===== config.mk =====
export PLATFORM = sky130hd
export DESIGN_NAME = nbcac_tx_scheduler_flat
export DESIGN_NICKNAME = d
export VERILOG_FILES = /design/src/rtl/nbcac_pkg.sv /design/src/rtl/nbcac_tx_scheduler_if.sv /design/src/rtl/nbcac_10di_encoder_core.sv /design/src/rtl/nbcac_tx_scheduler.sv /design/src/flat_wrapper.sv
export SDC_FILE = /design/constraint.sdc
export NUM_CORES = 1
export LEC_CHECK = 0
export BUFFER_PORTS_ARGS = -buffer_cell sky130_fd_sc_hd__buf_2
export CAP_MARGIN = 20
export CORE_MARGIN = 2
export CORE_UTILIZATION = 34
export CTS_CLUSTER_SIZE = 14
export DETAILED_ROUTE_END_ITERATION = 7
export PLACE_DENSITY = 0.65
export SLEW_MARGIN = 20
export SYNTH_ARGS = -nofsm -noshare
export SYNTH_HDL_FRONTEND = slang
export SYNTH_SLANG_ARGS = --single-unit

===== constraint.sdc =====
create_clock -name clock -period 4.8 [get_ports clock]
set_input_delay 0.96 -clock clock [delete_from_list [all_inputs] [get_ports clock]]
set_output_delay 0.96 -clock clock [all_outputs]
set_load 0.02 [all_outputs]

===== src/rtl/nbcac_pkg.sv =====
// Shared definitions for the NBCAC transmit scheduler: widths, FSM states
// and the round-robin search used by the arbiter.
package nbcac_pkg;

  localparam int DATA_W = 10;
  localparam int CODE_W = 14;

  typedef enum logic {
    IDLE = 1'b0,
    LOCK = 1'b1
  } state_e;

  // Returns the first set bit of valid at or after start, wrapping modulo n.
  // n is at most 8; callers check separately that some bit is set.
  function automatic logic [2:0] rr_pick(input logic [7:0] valid,
                                         input logic [2:0] start,
                                         input int unsigned n);
    logic [2:0] pick;
    logic       found;
    logic [3:0] idx;
    pick  = '0;
    found = 1'b0;
    for (int unsigned k = 0; k < 8; k++) begin
      idx = {1'b0, start} + 4'(k);
      if (idx >= 4'(n)) idx = idx - 4'(n);
      if ((k < n) && !found && valid[idx[2:0]]) begin
        pick  = idx[2:0];
        found = 1'b1;
      end
    end
    return pick;
  endfunction

endpackage


===== src/rtl/nbcac_tx_scheduler_if.sv =====
// Requester and downstream handshake bundle of the NBCAC scheduler.
// master: the side offering words and consuming codewords; slave: scheduler.
interface nbcac_tx_scheduler_if import nbcac_pkg::*; #(
  parameter int NUM_REQ = 4
) ();
  localparam int SRC_W = $clog2(NUM_REQ);

  logic [NUM_REQ-1:0]        in_valid;
  logic [NUM_REQ*DATA_W-1:0] in_data;
  logic [NUM_REQ-1:0]        in_ready;
  logic                      out_valid;
  logic [CODE_W:1]           out_code;
  logic [SRC_W-1:0]          out_src;
  logic                      out_ready;

  modport master (
    output in_valid, in_data, out_ready,
    input  in_ready, out_valid, out_code, out_src
  );

  modport slave (
    input  in_valid, in_data, out_ready,
    output in_ready, out_valid, out_code, out_src
  );
endinterface


===== src/rtl/nbcac_10di_encoder_core.sv =====
// Combinational 10-bit to 14-bit crosstalk-avoidance encoder.
// Data is sent as five bit pairs; the upper bit of each of the first four
// pairs is duplicated on the wire next to it, acting as a half shield.
module nbcac_10di_encoder_core import nbcac_pkg::*; (
  input  logic [DATA_W-1:0] data_i,
  output logic [CODE_W:1]   code_o
);

  // Wire position 3k+1/3k+2 carry pair k, 3k+3 repeats its upper bit.
  for (genvar gi = 0; gi < 5; gi++) begin : g_pair
    assign code_o[3*gi+1] = data_i[2*gi];
    assign code_o[3*gi+2] = data_i[2*gi+1];
    if (gi < 4) begin : g_dup
      assign code_o[3*gi+3] = data_i[2*gi+1];
    end
  end

endmodule


===== src/rtl/nbcac_tx_scheduler.sv =====
// Burst-limited round-robin scheduler sharing one NBCAC encoder among
// NUM_REQ requesters, with a single registered output stage.
module nbcac_tx_scheduler import nbcac_pkg::*; #(
  parameter int NUM_REQ   = 4,
  parameter int MAX_BURST = 4
) (
  input logic                 clock,
  input logic                 rst_n,
  nbcac_tx_scheduler_if.slave bus
);

  localparam int SRC_W = $clog2(NUM_REQ);
  localparam int BC_W  = $clog2(MAX_BURST + 1);

  state_e              state_q, state_d;
  logic [SRC_W-1:0]    holder_q, holder_d;
  logic [BC_W-1:0]     bc_q, bc_d;
  logic [SRC_W-1:0]    ptr_q, ptr_d;
  logic                out_valid_q, out_valid_d;
  logic [CODE_W:1]     out_code_q, out_code_d;
  logic [SRC_W-1:0]    out_src_q, out_src_d;

  logic                any_valid;
  logic                can_load;
  logic                load;
  logic                keep;
  logic [SRC_W-1:0]    rr_base;
  logic [SRC_W-1:0]    rr_start;
  logic [SRC_W-1:0]    grant;
  logic [DATA_W-1:0]   data_sel;
  logic [CODE_W:1]     enc_code;

  // Arbitration: keep the holder while it is valid and under its burst
  // limit, otherwise search round-robin past the holder (or past ptr).
  always_comb begin
    any_valid = |bus.in_valid;
    can_load  = !out_valid_q || bus.out_ready;
    load      = can_load && any_valid;
    keep      = (state_q == LOCK) && bus.in_valid[holder_q] &&
                (bc_q < BC_W'(MAX_BURST));
    rr_base   = (state_q == LOCK) ? holder_q : ptr_q;
    rr_start  = (rr_base == SRC_W'(NUM_REQ - 1)) ? '0 : rr_base + 1'b1;
    grant     = keep ? holder_q
                     : SRC_W'(rr_pick(8'(bus.in_valid), 3'(rr_start), NUM_REQ));
    data_sel  = bus.in_data[grant*DATA_W +: DATA_W];
  end

  // One-hot accept strobe; forced low while reset is asserted.
  for (genvar gi = 0; gi < NUM_REQ; gi++) begin : g_ready
    assign bus.in_ready[gi] = rst_n && load && (grant == SRC_W'(gi));
  end

  nbcac_10di_encoder_core u_enc (
    .data_i (data_sel),
    .code_o (enc_code)
  );

  // Next-state: capture on load, drain when consumed, release holder when idle.
  always_comb begin
    state_d     = state_q;
    holder_d    = holder_q;
    bc_d        = bc_q;
    ptr_d       = ptr_q;
    out_valid_d = out_valid_q;
    out_code_d  = out_code_q;
    out_src_d   = out_src_q;
    if (load) begin
      out_valid_d = 1'b1;
      out_code_d  = enc_code;
      out_src_d   = grant;
      state_d     = LOCK;
      if (keep) begin
        bc_d = bc_q + 1'b1;
      end else begin
        holder_d = grant;
        bc_d     = BC_W'(1);
        if (state_q == LOCK) ptr_d = holder_q;
      end
    end else begin
      if (out_valid_q && bus.out_ready) out_valid_d = 1'b0;
      // Nobody valid and the output can move: holder lets go.
      if (can_load && (state_q == LOCK)) begin
        state_d = IDLE;
        ptr_d   = holder_q;
        bc_d    = '0;
      end
    end
  end

  // State and output registers with synchronous active-low reset.
  always_ff @(posedge clock) begin
    if (!rst_n) begin
      state_q     <= IDLE;
      holder_q    <= '0;
      bc_q        <= '0;
      ptr_q       <= SRC_W'(NUM_REQ - 1);
      out_valid_q <= 1'b0;
      out_code_q  <= '0;
      out_src_q   <= '0;
    end else begin
      state_q     <= state_d;
      holder_q    <= holder_d;
      bc_q        <= bc_d;
      ptr_q       <= ptr_d;
      out_valid_q <= out_valid_d;
      out_code_q  <= out_code_d;
      out_src_q   <= out_src_d;
    end
  end

  assign bus.out_valid = out_valid_q;
  assign bus.out_code  = out_code_q;
  assign bus.out_src   = out_src_q;

endmodule


===== src/flat_wrapper.sv =====
// flat-port wrapper written by rule: the top's interface ports become plain ports
module nbcac_tx_scheduler_flat import nbcac_pkg::*;
#(
  parameter int NUM_REQ   = 4,
  parameter int MAX_BURST = 4
)
  (clock, rst_n, bus_in_valid, bus_in_data, bus_out_ready, bus_in_ready, bus_out_valid, bus_out_code, bus_out_src);
  nbcac_tx_scheduler_if #(.NUM_REQ(NUM_REQ)) bus_i ();
  input logic clock;
  input logic rst_n;
  input wire logic [$bits(bus_i.in_valid)-1:0] bus_in_valid;
  input wire logic [$bits(bus_i.in_data)-1:0] bus_in_data;
  input wire logic [$bits(bus_i.out_ready)-1:0] bus_out_ready;
  output wire logic [$bits(bus_i.in_ready)-1:0] bus_in_ready;
  output wire logic [$bits(bus_i.out_valid)-1:0] bus_out_valid;
  output wire logic [$bits(bus_i.out_code)-1:0] bus_out_code;
  output wire logic [$bits(bus_i.out_src)-1:0] bus_out_src;
  assign bus_i.in_valid = bus_in_valid;
  assign bus_i.in_data = bus_in_data;
  assign bus_i.out_ready = bus_out_ready;
  assign bus_in_ready = bus_i.in_ready;
  assign bus_out_valid = bus_i.out_valid;
  assign bus_out_code = bus_i.out_code;
  assign bus_out_src = bus_i.out_src;
  nbcac_tx_scheduler #(.NUM_REQ(NUM_REQ), .MAX_BURST(MAX_BURST)) u_core (.clock(clock), .rst_n(rst_n), .bus(bus_i));
endmodule

==> flow_summary.json, run 1 <==
{
  "ys_seq_area_share_pct": 29.55,
  "ir_worst_vdd_mv": 0.1142,
  "clk_pin_slew_ns": 0.08,
  "power.switching_w": 0.0001980,
  "rr_worst_depth": 7,
  "r2r_setup_slack_ns": 2.20,
  "gp_congestion": 0.8097,
  "hp-start": "u_core.bus.out_code[10]",
  "yosys_warnings": 0,
  "min_to": "u_core.bus.out_code[10]",
  "synth_top_cell_by_area": "dfxtp_1",
  "globalRouteTotalUtil_pct": 15.07,
  "routed-via-count": 1297,
  "postCtsResizedCells": 0,
  "cts_hold_buf": 0,
  "vias_per_cell": 5.188,
  "coreArea_um2": 4000,
  "pwr-share-seq_pct": 38.8,
  "min_path_cells": 2,
  "start_util_pct": 35.56,
  "synthTopCellsByCount": "21 x dfxtp_1, 14 x mux2i_1, 14 x nor2_1",
  "dieArea_um2": 4718,
  "cp_cell_sequence": "buf_2 -> mux2_4 -> a2bb2oi_1 -> mux2i_1 -> o31ai_4 -> buf_4 -> nor2b_1 -> buf_2",
  "syn_area_um2": 1423,
  "cts.root.buffer_cell": "clkbuf_8",
  "critPathLaunchType": "input pin",
  "synth_top_family_by_area": "multiplexers",
  "cap_viol_max_count": 0,
  "finalCriticalPeriod_ns": 3.582,
  "synthAdderAreaFrac_pct": 0.8795,
  "final.setup.tns_ns": 0,
  "layout.nets": 249,
  "synth_compound_area_share_pct": 17.59,
  "synth_top_area_share_pct": 29.55,
  "hold_viol_final": 0,
  "cp_data_arrival_time_ns": 2.62,
  "cts_buffers": 3,
  "fp.dieW_um": 68.69,
  "grt_pass1_vias": 1143,
  "die_h_um": 68.69,
  "status": "complete, no violations",
  "wl_met3_um": 161,
  "wirelength_mm": 3.506,
  "clk-insertion-delay-late_ns": 0.26,
  "swShare_pct": 35.40,
  "synthMuxAreaShare_pct": 21.99,
  "synth.area.top_cells": "dfxtp_1 30%, mux2i_1 9.9%, mux4_2 7.9%",
  "slew_headroom_pct": 67.21,
  "powerDensity_nw_per_um2": 319.1,
  "worstMarginPinSlew_ns": 0.4907,
  "dr.pass1.iters": 4,
  "synth-simple-area-share_pct": 20.32,
  "hpwl_mm": 2.719,
  "synth_edf_count": 0,
  "io_pins": 68,
  "rows": 23,
  "drive_gt1_share_pct": 46.50,
  "wl_per_cell_um": 14.02,
  "worstSetupEndpointType": "output port",
  "path_class": "input pin to output port",
  "rsz0062_at_grt": "false",
  "postRouteAntennaNets": 0,
  "antenna_cells": 0,
  "htree_num_levels": 1,
  "p_total_w": 0.0005593,
  "async_reset_ff_share_pct": 0,
  "critPathMaxStageDelay_ns": 0.31,
  "syn_avg_cell_area_um2": 10.09,
  "grt_pass1_wl_mm": 5.326,
  "grt_max_degree": 21,
  "synth.distinct_cells": 46,
  "slowest_stage": "mux2i_1",
  "ys.flop_type": "dfxtp_1",
  "drt-initial-drc-count": 60,
  "io_buffers": 67,
  "antenna_found_initial": 0,
  "power_leakage_nw": 0.8211,
  "area_growth_pct": 23.22,
  "clk_path_buf_depth": 2,
  "syn-num-nets": 189,
  "synth_cells": 141,
  "final_max_slew_viol_count": 0,
  "nFillCells": 394,
  "p_comb_share_pct": 40.5,
  "fmax_ghz": 0.2791,
  "cts_tree": "built",
  "cp.required_ns": 3.84,
  "ys_ff_latch": 21,
  "setup_viol": 0,
  "wirelength_met1_mm": 1.481,
  "fin_crit_sh_pct": 74.63,
  "p_clk_share_pct": 20.8,
  "finalClockSkew_ns": 0.004286,
  "cts_setup_buffers": 0,
  "crit_fanout": 20,
  "grt-ovfl-total": 0,
  "p_int_w": 0.0003613,
  "crit_path_frequent_cell": "buf_2",
  "reg2reg_to": "u_core.bus.out_code[13]",
  "synthXorXnorAreaFrac_pct": 0,
  "wl_met2_mm": 1.820,
  "highest_layer": "met4",
  "yosys.cell_count.top_type": "dfxtp_1",
  "clock-sinks": 21,
  "route.detailed.drc": 0,
  "reg2reg_from": "u_core.state_q",
  "hold_path.class": "flip-flop to flip-flop"
}
power by group through the flow:
stage | Combinational [W] | Sequential, W | Clock, W
floorplan | 0.000162 | 0.000236 | 0
global placement | 0.000227 | 0.000220 | 0
detailed placement | 0.000229 | 0.000221 | 0
CTS | 0.000229 | 0.000217 | 0.000120
global route | 0.000247 | 0.000221 | 0.000129
finish | 0.000226 | 0.000217 | 0.000116
stage by stage:
| step | hold slack (ns) | utilization, % | setup slack (ns) | cell area (um2) | std cells |
|---|---|---|---|---|---|
| after global placement | 0.4624 | 42.67 | 1.227 | 1707 | 246 |
| final | 0.4837 | 43.82 | 1.218 | 1753 | 250 |
| after global routing | 0.5063 | 43.82 | 1.115 | 1753 | 250 |
| after detailed placement | 0.4652 | 42.67 | 1.209 | 1707 | 246 |
| after floorplan | 0.4695 | - | 1.515 | 1423 | 141 |
| after CTS | 0.4838 | 43.82 | 1.208 | 1753 | 250 |
registers in the layout, indices dropped and copies added, names as in the netlist:
signal / cells
u_core.ptr_q: 2
u_core.bus.out_code: 10
u_core.holder_q: 2
u_core.state_q: 1
u_core.bus.out_valid: 1
u_core.bc_q: 3
u_core.bus.out_src: 2
layout make-up:
cell class | count | area, um2 | area share (%)
repair buffers | 68 | 342.8 | 19.56
flip-flops and latches | 21 | 420.4 | 23.98
clock buffers | 3 | 41.29 | 2.355
multi-input cells | 105 | 873.3 | 49.82
clock inverters | 1 | 5.005 | 0.2855
inverters | 2 | 7.507 | 0.4283
well taps | 50 | 62.56 | 3.569
placed cells by master (no fill, tap or decap), drive strengths merged, types with 3 or more instances in the layout:
| cell | n |
|---|---|
| buf | 68 |
| dfxtp | 21 |
| mux2i | 15 |
| nor2 | 14 |
| nand2 | 7 |
| nand3 | 6 |
| and3 | 6 |
| o221ai | 6 |
| mux4 | 5 |
| a31o | 5 |
| a21oi | 4 |
| o21ai | 4 |
| nor2b | 3 |
| nor3 | 3 |
| clkbuf | 3 |
| nor3b | 3 |
| mux2 | 3 |
worst max-delay path, delay by kind of cell:
family	cells	cell delay, ns
buffers and inverters	3	0.52
AND/OR/NAND/NOR	1	0.16
AO/OA/AOI/OAI	2	0.38
multiplexers	2	0.59
kinds of logic after synthesis:
kind of cell / Yosys count
AOI/OAI and AO/OA: 30
muxes: 23
adders and majority gates: 1
and+or+nand+nor: 51
DFF: 21
buffers and inverters: 15
per-layer routing:
metal / vias to the layer above / track usage (%)
met5: - / 0
met2: 29 / 25.84
met3: 4 / 1.948
li1: 643 / -
met4: 0 / 5.250
met1: 621 / 19.30
worst max-delay path by stage:
| stage | slack (ns) | startpoint | to | cells after the start |
|---|---|---|---|---|
| after floorplan | 1.51 | bus_in_valid[0] | bus_in_ready[1] | 6 |
| final | 1.22 | bus_in_valid[0] | bus_in_ready[3] | 8 |
| after detailed placement | 1.21 | bus_in_valid[0] | bus_in_ready[3] | 8 |
| after CTS | 1.21 | bus_in_valid[0] | bus_in_ready[3] | 8 |
| after global routing | 1.12 | bus_in_valid[0] | bus_in_ready[1] | 8 |
| after global placement | 1.23 | bus_in_valid[0] | bus_in_ready[3] | 8 |
Power figures use the tool's default switching activity.
==> run 2: changes to the inputs <==
clock period = 3.7 ns   (was 4.8 ns; I/O delays follow)
==> run 2 against run 1 <==
  * Combinational power is 30% higher
  * Sequential share of layout area down 0.10 points
  * Critical path type is now flip-flop to output port
  * Clock skew shrank 0.0013 ns
  * Core utilization is 0.19 points higher
  * Hold slack improved by 0.0081 ns
  * Final cell count up 0.40%
  * Wire length down 1.6%
  * Highest routed layer unchanged
  * Global-route usage down 0.53 points
  * Sequential power rose by 29%
==> flow_summary.json, run 2 (synthesis results as in run 1) <==
{
  "nFillCells": 403,
  "grt_pass1_vias": 1139,
  "coreArea_um2": 4000,
  "cap_viol_max_count": 0,
  "critPathLaunchType": "flip-flop",
  "dr.pass1.iters": 4,
  "largest_register_ffs": 10,
  "post-route-util_pct": 44.01,
  "use_met3_pct": 1.786,
  "cts.root.buffer_cell": "clkbuf_8",
  "clk_pin_slew_ns": 0.08,
  "die_h_um": 68.69,
  "slew_headroom_pct": 62.27,
  "gp_congestion": 0.8561,
  "rsz0062_at_grt": "false",
  "final.setup.tns_ns": 0,
  "cp_data_arrival_time_ns": 2.51,
  "clk-insertion-delay-late_ns": 0.27,
  "hold_path.class": "flip-flop to flip-flop",
  "area_growth_pct": 23.75,
  "cts_setup_buffers": 0,
  "vias_per_cell": 5.056,
  "setup_viol": 0,
  "drive_gt1_share_pct": 46.77,
  "antenna_found_initial": 0,
  "postRouteAntennaNets": 0,
  "hpwl_mm": 2.641,
  "htree_num_levels": 1,
  "layout_common_cells": "67 x buf_2, 21 x dfxtp_1, 14 x nor2_1, 14 x mux2i_1, 7 x nand2_1",
  "routed-via-count": 1269,
  "fin_crit_sh_pct": 87.90,
  "p_int_w": 0.0004702,
  "finalClockSkew_ns": 0.002997,
  "rows": 23,
  "power.switching_w": 0.0002587,
  "worstMarginPinSlew_ns": 0.5660,
  "wl_per_cell_um": 13.75,
  "worstSetupEndpointType": "output port",
  "final_common_cell": "buf_2",
  "final_max_slew_viol_count": 0,
  "fmax_ghz": 0.3075,
  "r2r_setup_slack_ns": 0.87,
  "status": "complete, no violations",
  "grt_max_degree": 21,
  "grt-ovfl-total": 0,
  "hold_viol_final": 0,
  "route.detailed.drc": 0,
  "clock-sinks": 21,
  "path_class": "flip-flop to output port",
  "cp.required_ns": 2.96,
  "cts_hold_buf": 0,
  "finalCriticalPeriod_ns": 3.252,
  "layout.nets": 250,
  "p_comb_share_pct": 40.3,
  "io_pins": 68,
  "powerDensity_nw_per_um2": 414.0,
  "io_buffers": 67,
  "top_usage_layer": "met2",
  "crit_fanout": 13,
  "pwr-share-seq_pct": 38.6,
  "fp.dieW_um": 68.69,
  "cts_tree": "built",
  "swShare_pct": 35.49,
  "ir_worst_vdd_mv": 0.1284,
  "grt_util_met2_pct": 24.40,
  "grt_use_met1_pct": 18.26,
  "clk_path_buf_depth": 2,
  "power_leakage_nw": 0.8261,
  "cts_buffers": 3,
  "start_util_pct": 35.56,
  "hold_ws_ns": 0.4918,
  "wirelength_mm": 3.451,
  "p_clk_share_pct": 21.2,
  "drt-initial-drc-count": 38,
  "postCtsResizedCells": 0,
  "grt_pass1_wl_mm": 5.147,
  "dieArea_um2": 4718,
  "antenna_cells": 0,
  "globalRouteTotalUtil_pct": 14.54
}
[run 2: cell types whose count changed in the layout (fill, tap and decap cells not counted), sizes merged]
cell	before	now
buf	68	69
[run 2: worst paths after layout]
path	start	endpoint	cells past startpoint
worst max register to register	u_core.state_q	u_core.bus.out_code[7]	7
worst min-delay path	u_core.bus.out_code[10]	u_core.bus.out_code[10]	2
worst max-delay path	u_core.state_q	bus_in_ready[3]	7
worst min register to register	u_core.bus.out_code[10]	u_core.bus.out_code[10]	2
[run 2: stage by stage]
stage                     instances  total power [W]  setup slack (ns)  instance area [um2]
after floorplan                 141        0.0005162            0.8548                 1423
after global placement          247        0.0005788            0.6487                 1714
after detailed placement        247        0.0005810            0.5947                 1714
after CTS                       251        0.0007327            0.4535                 1760
after global routing            251        0.0007741            0.2676                 1760
final                           251        0.0007289            0.4477                 1760
[run 2: worst max-delay path: stages, from the launching register on]
cell	delay [ns]
dfxtp_1	0.58
mux2_2	0.41
o221ai_2	0.16
and3b_4	0.23
o2bb2ai_4	0.20
nand3_1	0.30
nor2b_1	0.18
buf_2	0.17
[run 2: layout make-up]
class / count / area, um2 / share of cell area, %
flip-flops and latches: 21 / 420.4 / 23.88
repair buffers: 69 / 350.3 / 19.90
clock buffers: 3 / 41.29 / 2.345
well taps: 50 / 62.56 / 3.554
inverters: 2 / 7.507 / 0.4264
multi-input cells: 105 / 873.3 / 49.61
clock inverters: 1 / 5.005 / 0.2843
[run 2: power by group through the flow]
| stage | logic, W | registers (W) | clock network [W] |
|---|---|---|---|
| 6_report | 0.000294 | 0.000281 | 0.000154 |
| 5_1_grt | 0.000320 | 0.000286 | 0.000168 |
| 4_1_cts | 0.000296 | 0.000281 | 0.000156 |
| 3_5_place_dp | 0.000295 | 0.000286 | 0 |
| 3_3_place_gp | 0.000294 | 0.000285 | 0 |
| 2_1_floorplan | 0.000210 | 0.000306 | 0 |
[run 2: layer usage]
metal / vias to the layer above / wire (um)
met5: - / 0
met4: 0 / 61
met3: 5 / 192
met2: 30 / 1721
met1: 588 / 1476
li1: 646 / -
==> run 3: changes to the inputs <==
CORE_MARGIN = 5   (was 2)
==> run 3 against run 2 <==
  * Non-clock buffer count did not move
  * Largest cell class unchanged
  * Final cell count did not move
  * Critical path type unchanged
  * Fmax fell by 0.26%
  * Largest power group unchanged
==> flow_summary.json, run 3 (synthesis results as in run 1) <==
{
  "layout_common_cells": "67 x buf_2, 21 x dfxtp_1, 14 x nor2_1, 14 x mux2i_1, 7 x nand2_1",
  "htree_num_levels": 1,
  "io_pins": 68,
  "finalCriticalPeriod_ns": 3.261,
  "antenna_found_initial": 0,
  "final_common_cell": "buf_2",
  "place_area_um2": 1714,
  "cap_viol_max_count": 0,
  "drt-initial-drc-count": 62,
  "layout.nets": 250,
  "timing.critical_path.from": "u_core.state_q",
  "crit_fanout": 13,
  "critPathLaunchType": "flip-flop",
  "hold_path.class": "flip-flop to flip-flop",
  "hold_viol_final": 0,
  "min_to": "u_core.bus.out_src[1]",
  "cts_hold_buf": 0,
  "io_buffers": 67,
  "clk-insertion-delay-late_ns": 0.26,
  "start_util_pct": 35.31,
  "cts.root.buffer_cell": "clkbuf_8",
  "grt-ovfl-total": 0,
  "hpwl_mm": 2.868,
  "dr.pass1.iters": 4,
  "fp.dieW_um": 74.69,
  "gp_congestion": 0.7932,
  "ir_worst_vdd_mv": 0.1856,
  "cts_tree": "built",
  "reg2reg_to": "u_core.bus.out_code[12]",
  "final_max_slew_viol_count": 0,
  "grt_pass1_vias": 1299,
  "powerDensity_nw_per_um2": 410.7,
  "grt_pass1_wl_mm": 5.775,
  "globalRouteTotalUtil_pct": 13.22,
  "antenna_cells": 0,
  "min_path_cells": 2,
  "route.detailed.drc": 0,
  "finalClockSkew_ns": 0.002595,
  "slew_headroom_pct": 69.17,
  "area_growth_pct": 23.66,
  "fin_crit_sh_pct": 88.13,
  "fmax_ghz": 0.3067,
  "clk_path_buf_depth": 2,
  "cts_buffers": 3,
  "status": "complete, no violations",
  "slowest_stage": "dfxtp_1",
  "drive_gt1_share_pct": 46.27,
  "cts_setup_buffers": 0,
  "vias_per_cell": 5.048,
  "cp_data_arrival_time_ns": 2.52,
  "reg2reg_from": "u_core.state_q",
  "postRouteAntennaNets": 0,
  "rr_worst_depth": 7,
  "path_class": "flip-flop to output port",
  "r2r_setup_slack_ns": 0.92,
  "crit_buf_inv": 1,
  "rows": 23,
  "rsz0062_at_grt": "false",
  "clk_pin_slew_ns": 0.07,
  "clock-sinks": 21,
  "die_h_um": 74.69,
  "dieArea_um2": 5578,
  "worstMarginPinSlew_ns": 0.4625,
  "power_leakage_nw": 0.8234,
  "hp-start": "u_core.bus.out_src[1]",
  "finalInstanceArea_um2": 1759,
  "setup_viol": 0,
  "final.setup.tns_ns": 0,
  "grt_max_degree": 21,
  "path_delay_family": "simple AND/OR/NAND/NOR gates",
  "cp_cell_sequence": "mux2_2 -> o221ai_2 -> and3b_4 -> o2bb2ai_4 -> nand3_1 -> nor2b_1 -> buf_2",
  "postCtsResizedCells": 0,
  "largest_register_ffs": 10,
  "critPathMaxStageDelay_ns": 0.58,
  "wirelength_mm": 3.588,
  "routed-via-count": 1267,
  "cp.required_ns": 2.96,
  "coreArea_um2": 4029,
  "wl_per_cell_um": 14.29,
  "worstSetupEndpointType": "output port"
}
run 3: changes by cell type in the layout (fill, tap and decap cells not counted):
cell / change
clkbuf_1: +1
clkinv_2: -1
run 3: worst max path at each step:
stage	end	depth (start not counted)
2_1_floorplan	bus_in_ready[1]	6
3_3_place_gp	bus_in_ready[1]	8
3_5_place_dp	bus_in_ready[1]	8
4_1_cts	bus_in_ready[3]	7
5_1_grt	bus_in_ready[3]	7
6_report	bus_in_ready[3]	7
run 3: report_power, final:
| group | total (W) | internal (W) | switching (W) |
|---|---|---|---|
| sequential | 0.000281 | 0.000256 | 0.0000246 |
| combinational | 0.000293 | 0.000139 | 0.000154 |
| clock | 0.000149 | 0.0000767 | 0.0000719 |
run 3: final cells by class:
cell class	instances	area (um2)
clock buffer	4	45.04
timing repair buffer	69	350.3
multi-input combinational	105	873.3
fill	424	2270
tap	50	62.56
inverter	2	7.507
sequential	21	420.4
run 3: through the flow:
stage | instances | setup slack (ns) | total power [W] | hold slack [ns] | utilization [%]
3_3_place_gp | 247 | 0.6836 | 0.0005805 | 0.4833 | 42.55
2_1_floorplan | 141 | 0.8548 | 0.0005162 | 0.4695 | -
6_report | 251 | 0.4392 | 0.0007225 | 0.4950 | 43.66
5_1_grt | 251 | 0.2363 | 0.0007698 | 0.5309 | 43.66
4_1_cts | 251 | 0.4178 | 0.0007340 | 0.5043 | 43.66
3_5_place_dp | 247 | 0.6712 | 0.0005820 | 0.4785 | 42.55
run 3: metal layers:
metal | routed length [um] | vias to the layer above | global-route usage [%]
li1 | - | 647 | -
met4 | 61 | 0 | 5.731
met2 | 1825 | 39 | 22.63
met5 | 0 | - | 0
met3 | 227 | 5 | 2.804
met1 | 1473 | 576 | 16.01
run 3: worst min-delay path: cells and delay by family, from the launching register on:
| kind | cells | cell delay (ns) |
|---|---|---|
| flip-flops | 1 | 0.31 |
| AND/OR/NAND/NOR | 2 | 0.14 |
